==> config.mk <==
export PLATFORM = sky130hd
export DESIGN_NAME = hb_gcd_xcel_flat
export DESIGN_NICKNAME = d
export VERILOG_FILES = /design/src/rtl/hb_gcd_xcel_if.sv /design/src/rtl/hb_gcd_xcel.sv /design/src/flat_wrapper.sv
export SDC_FILE = /design/constraint.sdc
export NUM_CORES = 1
export LEC_CHECK = 0
export ABC_CLOCK_PERIOD_IN_PS = 4300
export BUFFER_PORTS_ARGS = -buffer_cell sky130_fd_sc_hd__buf_2
export CORE_UTILIZATION = 33
export CTS_CLUSTER_DIAMETER = 40
export DETAILED_ROUTE_END_ITERATION = 16
export GPL_TIMING_DRIVEN = 0
export PLACE_DENSITY = 0.61
export SLEW_MARGIN = 20
export SYNTH_ARGS = -nofsm -noshare
export SYNTH_HDL_FRONTEND = slang
export SYNTH_SLANG_ARGS = --single-unit
==> constraint.sdc <==
create_clock -name clk -period 4.3 [get_ports clk]
set_clock_uncertainty 0.1 [all_clocks]
set_input_delay 0.43 -clock clk [delete_from_list [all_inputs] [get_ports clk]]
set_output_delay 0.43 -clock clk [all_outputs]
set_load 0.01 [all_outputs]
==> src/rtl/hb_gcd_xcel_if.sv <==
// rtl/hb_gcd_xcel_if.sv - manycore endpoint slave request/response bundle for hb_gcd_xcel
//
// Purpose: groups the incoming-request side of the endpoint into one port.
// Signals:
//   slave_addr     word address of the request (requester -> accelerator)
//   slave_data     write data
//   slave_mask     per-byte write enables
//   slave_type     1 = store, 0 = load
//   slave_val      request valid
//   slave_yum      request consumed this cycle (accelerator -> requester)
//   slave_ret_data response data, 0 for stores
//   slave_ret_val  response valid
// Modports: master = requester side, slave = accelerator side.
interface hb_gcd_xcel_if #(
    parameter int data_width_p = 32,
    parameter int addr_width_p = 32
);
    logic [addr_width_p-1:0]   slave_addr;
    logic [data_width_p-1:0]   slave_data;
    logic [data_width_p/8-1:0] slave_mask;
    logic                      slave_type;
    logic                      slave_val;
    logic                      slave_yum;
    logic [data_width_p-1:0]   slave_ret_data;
    logic                      slave_ret_val;

    modport master (
        output slave_addr, slave_data, slave_mask, slave_type, slave_val,
        input  slave_yum, slave_ret_data, slave_ret_val
    );

    modport slave (
        input  slave_addr, slave_data, slave_mask, slave_type, slave_val,
        output slave_yum, slave_ret_data, slave_ret_val
    );
endinterface

==> src/rtl/hb_gcd_xcel.sv <==
// rtl/hb_gcd_xcel.sv - memory-mapped subtractive-Euclid GCD accelerator on the endpoint slave port
//
// Purpose: software stores OPA/OPB, stores to CTRL to start, then polls STATUS
// or loads RESULT. One Euclid step (swap or subtract) per BUSY cycle.
// Ports:
//   clk    clock
//   reset  asynchronous active-low reset
//   bus    hb_gcd_xcel_if.slave request/response bundle
// CSR map (slave_addr[2:0]):
//   0 CTRL   store starts, load = {0, busy}
//   1 OPA    r/w, byte-masked
//   2 OPB    r/w, byte-masked
//   3 RESULT read-only
//   4 STATUS {0, busy, done}
//   5 CYCLES busy-cycle counter when HB_GCD_XCEL_CYCLE_COUNT_EN is defined,
//            otherwise unmapped
//   6-7      unmapped (load 0, store dropped)
module hb_gcd_xcel #(
    parameter int data_width_p = 32,
    parameter int addr_width_p = 32
) (
    input  logic                clk,
    input  logic                reset,
    hb_gcd_xcel_if.slave        bus
);
    localparam int mask_width_lp = data_width_p / 8;

    typedef enum logic {
        ST_IDLE = 1'b0,
        ST_BUSY = 1'b1
    } state_e;

    localparam logic [2:0] CSR_CTRL   = 3'd0;
    localparam logic [2:0] CSR_OPA    = 3'd1;
    localparam logic [2:0] CSR_OPB    = 3'd2;
    localparam logic [2:0] CSR_RESULT = 3'd3;
    localparam logic [2:0] CSR_STATUS = 3'd4;
    localparam logic [2:0] CSR_CYCLES = 3'd5;

    state_e                  state_q, state_d;
    logic [data_width_p-1:0] opa_q, opa_d;
    logic [data_width_p-1:0] opb_q, opb_d;
    logic [data_width_p-1:0] a_q, a_d;
    logic [data_width_p-1:0] b_q, b_d;
    logic [data_width_p-1:0] result_q, result_d;
    logic                    done_q, done_d;
    logic                    ret_val_q, ret_val_d;
    logic [data_width_p-1:0] ret_data_q, ret_data_d;
`ifdef HB_GCD_XCEL_CYCLE_COUNT_EN
    logic [data_width_p-1:0] cycles_q, cycles_d;
`endif

    logic [2:0]              csr;
    logic                    busy;
    logic                    yum;
    logic [data_width_p-1:0] rdata;

    // Only the low three address bits select a CSR; the rest are ignored.
    logic unused_addr_bits;
    assign unused_addr_bits = ^bus.slave_addr[addr_width_p-1:3];

    assign csr  = bus.slave_addr[2:0];
    assign busy = (state_q == ST_BUSY);

    function automatic logic [data_width_p-1:0] merge_bytes(
        input logic [data_width_p-1:0]  old_v,
        input logic [data_width_p-1:0]  new_v,
        input logic [mask_width_lp-1:0] mask
    );
        logic [data_width_p-1:0] r;
        r = old_v;
        for (int i = 0; i < mask_width_lp; i++) begin
            if (mask[i]) begin
                r[i*8 +: 8] = new_v[i*8 +: 8];
            end
        end
        return r;
    endfunction

    // While computing, only status-style loads may pass; everything else
    // (including RESULT loads and operand stores) waits for IDLE.
    always_comb begin
        yum = 1'b0;
        if (!busy) begin
            yum = bus.slave_val;
        end else begin
            yum = bus.slave_val && !bus.slave_type &&
                  ((csr == CSR_CTRL) || (csr == CSR_STATUS));
        end
    end

    // Read data is taken from the current register values, before this
    // cycle's updates land.
    always_comb begin
        rdata = '0;
        case (csr)
            CSR_CTRL:   rdata = {{(data_width_p-1){1'b0}}, busy};
            CSR_OPA:    rdata = opa_q;
            CSR_OPB:    rdata = opb_q;
            CSR_RESULT: rdata = result_q;
            CSR_STATUS: rdata = {{(data_width_p-2){1'b0}}, busy, done_q};
`ifdef HB_GCD_XCEL_CYCLE_COUNT_EN
            CSR_CYCLES: rdata = cycles_q;
`endif
            default:    rdata = '0;
        endcase
    end

    always_comb begin
        state_d    = state_q;
        opa_d      = opa_q;
        opb_d      = opb_q;
        a_d        = a_q;
        b_d        = b_q;
        result_d   = result_q;
        done_d     = done_q;
`ifdef HB_GCD_XCEL_CYCLE_COUNT_EN
        cycles_d   = cycles_q;
`endif
        ret_val_d  = yum;
        ret_data_d = (yum && !bus.slave_type) ? rdata : '0;

        if (state_q == ST_IDLE) begin
            if (yum && bus.slave_type) begin
                case (csr)
                    CSR_CTRL: begin
                        a_d     = opa_q;
                        b_d     = opb_q;
                        done_d  = 1'b0;
                        state_d = ST_BUSY;
`ifdef HB_GCD_XCEL_CYCLE_COUNT_EN
                        cycles_d = '0;
`endif
                    end
                    CSR_OPA: opa_d = merge_bytes(opa_q, bus.slave_data, bus.slave_mask);
                    CSR_OPB: opb_d = merge_bytes(opb_q, bus.slave_data, bus.slave_mask);
                    default: ;
                endcase
            end
        end else begin
`ifdef HB_GCD_XCEL_CYCLE_COUNT_EN
            cycles_d = cycles_q + 1'b1;
`endif
            if (b_q == '0) begin
                result_d = a_q;
                done_d   = 1'b1;
                state_d  = ST_IDLE;
            end else if (a_q < b_q) begin
                a_d = b_q;
                b_d = a_q;
            end else begin
                // a_q >= b_q here, so this cannot wrap.
                a_d = a_q - b_q;
            end
        end
    end

    always_ff @(posedge clk or negedge reset) begin
        if (!reset) begin
            state_q    <= ST_IDLE;
            opa_q      <= '0;
            opb_q      <= '0;
            a_q        <= '0;
            b_q        <= '0;
            result_q   <= '0;
            done_q     <= 1'b0;
            ret_val_q  <= 1'b0;
            ret_data_q <= '0;
`ifdef HB_GCD_XCEL_CYCLE_COUNT_EN
            cycles_q   <= '0;
`endif
        end else begin
            state_q    <= state_d;
            opa_q      <= opa_d;
            opb_q      <= opb_d;
            a_q        <= a_d;
            b_q        <= b_d;
            result_q   <= result_d;
            done_q     <= done_d;
            ret_val_q  <= ret_val_d;
            ret_data_q <= ret_data_d;
`ifdef HB_GCD_XCEL_CYCLE_COUNT_EN
            cycles_q   <= cycles_d;
`endif
        end
    end

    assign bus.slave_yum      = yum;
    assign bus.slave_ret_val  = ret_val_q;
    assign bus.slave_ret_data = ret_data_q;

endmodule

==> src/flat_wrapper.sv <==
// flat-port wrapper written by rule: the top's interface ports become plain ports
module hb_gcd_xcel_flat 
#(
    parameter int data_width_p = 32,
    parameter int addr_width_p = 32
)
  (clk, reset, bus_slave_addr, bus_slave_data, bus_slave_mask, bus_slave_type, bus_slave_val, bus_slave_yum, bus_slave_ret_data, bus_slave_ret_val);
  hb_gcd_xcel_if #(.data_width_p(data_width_p), .addr_width_p(addr_width_p)) bus_i ();
  input  logic clk;
  input  logic reset;
  input wire logic [$bits(bus_i.slave_addr)-1:0] bus_slave_addr;
  input wire logic [$bits(bus_i.slave_data)-1:0] bus_slave_data;
  input wire logic [$bits(bus_i.slave_mask)-1:0] bus_slave_mask;
  input wire logic [$bits(bus_i.slave_type)-1:0] bus_slave_type;
  input wire logic [$bits(bus_i.slave_val)-1:0] bus_slave_val;
  output wire logic [$bits(bus_i.slave_yum)-1:0] bus_slave_yum;
  output wire logic [$bits(bus_i.slave_ret_data)-1:0] bus_slave_ret_data;
  output wire logic [$bits(bus_i.slave_ret_val)-1:0] bus_slave_ret_val;
  assign bus_i.slave_addr = bus_slave_addr;
  assign bus_i.slave_data = bus_slave_data;
  assign bus_i.slave_mask = bus_slave_mask;
  assign bus_i.slave_type = bus_slave_type;
  assign bus_i.slave_val = bus_slave_val;
  assign bus_slave_yum = bus_i.slave_yum;
  assign bus_slave_ret_data = bus_i.slave_ret_data;
  assign bus_slave_ret_val = bus_i.slave_ret_val;
  hb_gcd_xcel #(.data_width_p(data_width_p), .addr_width_p(addr_width_p)) u_core (.clk(clk), .reset(reset), .bus(bus_i));
endmodule
==> results of run 1 <==
-- worst max-delay path, cell delays in order, from the launching register on --
cell and delay (ns):
dfrtp_1 0.41, nor4_1 0.57, nand4_1 0.18, nor3_2 0.75, or2_2 0.22, buf_2 0.22, clkbuf_1 0.53, clkbuf_1 0.60
o21ai_0 0.21
-- power by group through the flow --
stage | registers, µW | logic [µW] | clock network, µW
after CTS | 2770 | 5140 | 1730
final | 2790 | 5200 | 1710
after floorplan | 2590 | 3900 | 0
after detailed placement | 2810 | 5100 | 0
after global routing | 2840 | 5730 | 1790
after global placement | 2800 | 5070 | 0
-- routing by layer --
metal	vias up	part of all wire (%)	routed length (µm)	GRT usage (%)
met5	-	0	0	0
met4	0	2.5	773	6.769
met3	43	5.3	1607	2.910
met2	253	46	13940	31.43
met1	4048	46	14150	25.99
li1	3802	-	-	-
-- stage by stage --
step	util, %	total power, µW
finish	38.98	9701
global route	38.98	10360
CTS	38.98	9644
detailed placement	36.92	7911
global placement	36.71	7868
floorplan	-	6491
-- synth_stat cells (all sizes together) (2+ instances only) --
library cell    n  area (µm²)
dfrtp         195        4880
mux2          123        1385
nor2          101       397.9
a21oi          86       539.3
o21ai          68       344.1
nand2          61       229.0
inv            46       172.7
clkbuf         37       138.9
mux2i          34       340.3
ha             32       400.4
a22oi          31       232.7
a21o           21       157.7
xnor2          16       140.1
buf            13       93.83
nor2b          12       75.07
nand3          11       55.05
o211ai         11       82.58
nor3            9       50.05
a211oi          8       72.57
a31oi           8       50.05
nor4            8       50.05
o21a            8       60.06
xor2            8       70.07
or3             7       43.79
or2             6       37.54
nand2b          5       31.28
nand4           5       31.28
o21bai          5       37.54
o22ai           5       31.28
o2111ai         3       26.28
a31o            2       17.52
and2            2       12.52
and3            2       12.51
nand3b          2       15.01
nor3b           2       15.01
o31ai           2       15.01
o41ai           2       17.52
-- cell type report --
type / count / area (µm²) / area share, %
Sequential cell: 195 / 4880 / 40.40
Inverter: 46 / 172.7 / 1.429
Tap cell: 396 / 495.5 / 4.102
Timing Repair Buffer: 78 / 450.4 / 3.729
Buffer: 50 / 232.7 / 1.927
Clock inverter: 15 / 202.7 / 1.678
Clock buffer: 17 / 425.4 / 3.522
Multi-Input combinational cell: 719 / 5220 / 43.22
-- worst max-delay path by stage --
stage | endpoint | slack (ns)
after floorplan | u_core.b_q[11] | 1.44
after global placement | u_core.opa_q[26] | -0.54
after detailed placement | u_core.a_q[20] | 0.46
after CTS | u_core.a_q[20] | 0.43
after global routing | u_core.a_q[2] | 0.19
final | u_core.a_q[20] | 0.37
-- state kept, by name, summed over array words and instances, names as in the netlist --
register / cells
u_core.opb_q: 32
u_core.opa_q: 32
u_core.done_q: 1
u_core.result_q: 32
u_core.bus.slave_ret_val: 1
u_core.b_q: 32
u_core.a_q: 32
u_core.busy: 1
u_core.bus.slave_ret_data: 32
-- logic make-up after synthesis --
group,synth area share [%]
AO/OA/AOI/OAI,16.65
AND/OR/NAND/NOR,10.40
flip-flops,46.45
multiplexers,16.64
buffers and inverters,3.859
adder cells (fa/ha/maj),4.002
XOR/XNOR,2.001
==> results.cfg, run 1 <==
[status]
status = completed

[synthesis]
syn_avg_cell_area_um2 = 10.40
async_flop_share_pct = 100.0
yosys_warnings = 0
synth-edff-count = 0
seq_area_frac_synth_pct = 46.45
syn_area_um2 = 10510
synth.distinct_cells = 60
ys_seq_elements = 195
synth-main-ff-cell = dfrtp_1
synth_nets = 1115
synthCells = 1010

[cells_and_area]
fin_nets = 1212
stdcell_area_um2 = 12080
final_common_cell = dfrtp_1
filler_cell_count = 2999
instances_no_fill = 1516
drive_gt1_share_pct = 25.62
area_growth_pct = 14.98
antennaDiodeCount = 0
layout_common_cells = 195 x dfrtp_1, 123 x mux2_2, 99 x nor2_1, 80 x buf_2, 67 x o21ai_0

[job]
max_cap_violations = 0

[timing]
whs_ns = 0.1300
tns_ns = 0
finalSetupViolations = 0
fin_ws_ns = 0.3656
hold_viol_final = 0
fin_crit_sh_pct = 91.50
fin_crit_ns = 3.934
worst_slew_pin_slew_ns = 1.004
relSlewSlack_pct = 33.09
slew_violations = 0
max_freq_mhz = 254.2
rsz0062_at_grt = no

[place]
place_ws_ns = 0.4569
dp.cells = 1483
io_buffers = 75
gp_congestion = 0.9619
hpwl_mm = 23.04
place_area_um2 = 11440

[clock_tree]
clock_latency_ns = 0.45
path_clk_slew_ns = 0.08
ctsResizeCount = 0
cts-hold-fix-buffers = 1
ctsLongestPathBuffers = 2
cts_root_buf = clkbuf_16
postCtsSetupBuffers = 0
cts_buffers = 17
cts_tree = yes
numClockSinks = 195
htree_num_levels = 4

[pwr]
p_int_uw = 5277
swShare_pct = 45.60
combPwrFrac_pct = 53.6
p_per_area_nw_per_um2 = 803.1
leakagePower_uw = 0.005724
p_switching_uw = 4424
ir_drop_v = 0.0003851
p_seq_share_pct = 28.7
power_frac_clock_pct = 17.7

[die]
io_pins = 106
core_area_um2 = 30990
rows = 64
dieWidth_um = 180.4
dieArea_um2 = 32550
start_util_pct = 33.90
chipHeight_um = 180.4

[setup_path]
worst_setup_path_end_kind = flip-flop
ff2ff_setup_slack_ns = 0.37
required_ns = 4.50
r2r_end = u_core.a_q[20]
worstPathMaxFanout = 10
arrival_ns = 4.14
criticalPathCategory = reg2reg
rr_startpoint = u_core.b_q[13]
crit_start = u_core.b_q[13]
crit_path_start_kind = flip-flop
rr_worst_depth = 8

[hold_path]
min_to = u_core.opb_q[31]
whs_path_depth = 2
holdCritStartpoint = bus_slave_data[31]
hp-class = in2reg

[grt]
antenna_found_initial = 0
grt_pass1_wl_mm = 48.37
track_usage_pct = 19.27
first_global_vias = 8447
grt_max_degree = 80
gr-total-overflow = 0

[detailed_routing]
routed_wirelength_mm = 30.46
ant_nets = 0
wl_per_cell_um = 20.09
vias_per_cell = 5.373
drc = 0
route.vias.total = 8146
dr.first_iter.drc_count = 522
dr.pass1.iters = 5
(Power assumes the default switching activity.)
==> run 2: changes to the inputs <==
--- a/config.mk
+++ b/config.mk
@@ -11,7 +11,7 @@
 export CTS_CLUSTER_DIAMETER = 40
 export DETAILED_ROUTE_END_ITERATION = 16
 export GPL_TIMING_DRIVEN = 0
-export PLACE_DENSITY = 0.61
+export PLACE_DENSITY = 0.49
 export SLEW_MARGIN = 20
 export SYNTH_ARGS = -nofsm -noshare
 export SYNTH_HDL_FRONTEND = slang
==> results.cfg, run 2 (same netlist as run 1, synthesis figures left out) <==
[status]
status = completed

[detailed_routing]
drc = 0
ant_nets = 0
route.vias.total = 7978
routed_wirelength_mm = 32.21
wl_per_cell_um = 21.25
dr.pass1.iters = 4
vias_per_cell = 5.263
dr.first_iter.drc_count = 398

[setup_path]
crit_path_start_kind = flip-flop
worstPathMaxFanout = 10
worst_setup_path_end_kind = flip-flop
cp_common_cell = o21ai_0
cp_slowest_cell = clkbuf_1
required_ns = 4.51
crit_chain = inv_1 -> ha_1 -> fa_1 -> nor2b_1 -> o31ai_1 -> a21o_1 -> nand2_1 -> a211oi_4 -> nor2_2 -> clkbuf_1 -> o21ai_0 -> a21oi_1 -> o21ai_0
arrival_ns = 3.95
slowest_delay_ns = 0.49
criticalPathCategory = reg2reg

[clock_tree]
ctsResizeCount = 0
numClockSinks = 195
ctsLongestPathBuffers = 2
cts_buffers = 17
htree_num_levels = 4
cts_tree = yes
clock_latency_ns = 0.44
cts_root_buf = clkbuf_16
path_clk_slew_ns = 0.07

[hold_path]
hp-class = in2reg

[timing]
rsz0062_at_grt = no
max_freq_mhz = 267.1
worst_slew_pin_slew_ns = 1.016
hold_viol_final = 0
finalSetupViolations = 0
fin_crit_ns = 3.744
tns_ns = 0
relSlewSlack_pct = 32.28
slew_violations = 0
fin_crit_sh_pct = 87.06

[place]
io_buffers = 75
gp_congestion = 0.8849
dp.cells = 1483
place_area_um2 = 11440
hpwl_mm = 24.80

[cells_and_area]
fin_nets = 1212
multiInputGateArea_um2 = 5220
antennaDiodeCount = 0
instances_no_fill = 1516
register_area_um2 = 4880
area_growth_pct = 14.77
final_common_cell = dfrtp_1
layout_common_cells = 195 x dfrtp_1, 123 x mux2_2, 99 x nor2_1, 80 x buf_2, 67 x o21ai_0
filler_cell_count = 3051
stdcell_area_um2 = 12060
drive_gt1_share_pct = 25.54

[die]
io_pins = 106
dieWidth_um = 180.4
chipHeight_um = 180.4
start_util_pct = 33.90
rows = 64
dieArea_um2 = 32550
core_area_um2 = 30990

[pwr]
leakagePower_uw = 0.005723
ir_drop_v = 0.0003349
combPwrFrac_pct = 53.8
swShare_pct = 46.11
power_frac_clock_pct = 17.0
p_int_uw = 5245
p_per_area_nw_per_um2 = 807.1
power_uw = 9731
p_seq_share_pct = 29.2
p_switching_uw = 4487

[job]
max_cap_violations = 0

[grt]
antenna_found_initial = 0
track_usage_pct = 20.32
grt_max_degree = 94
first_global_vias = 8178
gr-total-overflow = 0
grt_pass1_wl_mm = 50.37
==> run 2: cell count changes in the layout (fill, tap and decap cells not counted), sizes merged <==
cell	previous run	this run
clkinv	5	6
inv	50	49
clkinvlp	3	1
bufinv	3	2
clkbuf	54	57
==> run 2: power groups by stage <==
stage          registers [µW]  clock network, µW  logic [µW]
2_1_floorplan            2590                  0        3900
3_3_place_gp             2850                  0        5140
3_5_place_dp             2860                  0        5160
4_1_cts                  2820               1690        5200
5_1_grt                  2890               1760        5780
6_report                 2840               1650        5230
==> run 2: final timing paths <==
path | startpoint | to | slack [ns] | cells past startpoint
worst min-delay path | bus_slave_data[16] | u_core.opb_q[16] | 0.13 | 2
worst max-delay path | u_core.a_q[0] | u_core.a_q[21] | 0.56 | 13
max in group asynchronous | reset | u_core.opb_q[19] | 2.59 | 4
worst min register to register | u_core.result_q[27] | u_core.result_q[27] | 0.40 | 1
worst max register to register | u_core.a_q[0] | u_core.a_q[21] | 0.56 | 13
min in group asynchronous | reset | u_core.bus.slave_ret_data[9] | 0.37 | 2
==> run 2: critical path, delay by kind of cell (launching register included) <==
| family | cells | cell delay, ns |
|---|---|---|
| simple gates | 3 | 0.78 |
| compound gates | 6 | 1.11 |
| flops | 1 | 0.39 |
| buf+inv | 2 | 0.56 |
| fa+ha+maj | 2 | 0.65 |
==> run 2: stage by stage <==
stage | setup WS (ns) | hold WS, ns | utilization (%)
2_1_floorplan | 1.437 | 0.03441 | -
3_5_place_dp | 0.5553 | 0.2529 | 36.92
4_1_cts | 0.5300 | 0.1171 | 38.91
6_report | 0.5563 | 0.1319 | 38.91
5_1_grt | 0.2919 | 0.1280 | 38.91
3_3_place_gp | -0.7733 | 0.3853 | 36.71
==> run 2: layout make-up <==
| cell class | count | area share [%] |
|---|---|---|
| plain buffers | 50 | 1.930 |
| clock buffers | 20 | 3.788 |
| clock inverters | 12 | 1.235 |
| inverters | 46 | 1.432 |
| multi-input cells | 719 | 43.30 |
| flip-flops and latches | 195 | 40.47 |
| well taps | 396 | 4.110 |
| repair buffers | 78 | 3.736 |
==> run 2: what timing repair did <==
| item | CTS | global route |
|---|---|---|
| hold endpoints to repair | 46 | 0 |
| setup buffers | 0 | 0 |
| hold buffers | 1 | 0 |
==> run 2: metal layers <==
metal | vias up | part of all wire, % | global-route usage (%)
met5 | - | 0 | 0
met4 | 0 | 1.4 | 5.026
met3 | 26 | 4.7 | 2.425
met2 | 216 | 43 | 30.03
met1 | 3926 | 51 | 31.19
li1 | 3810 | - | -
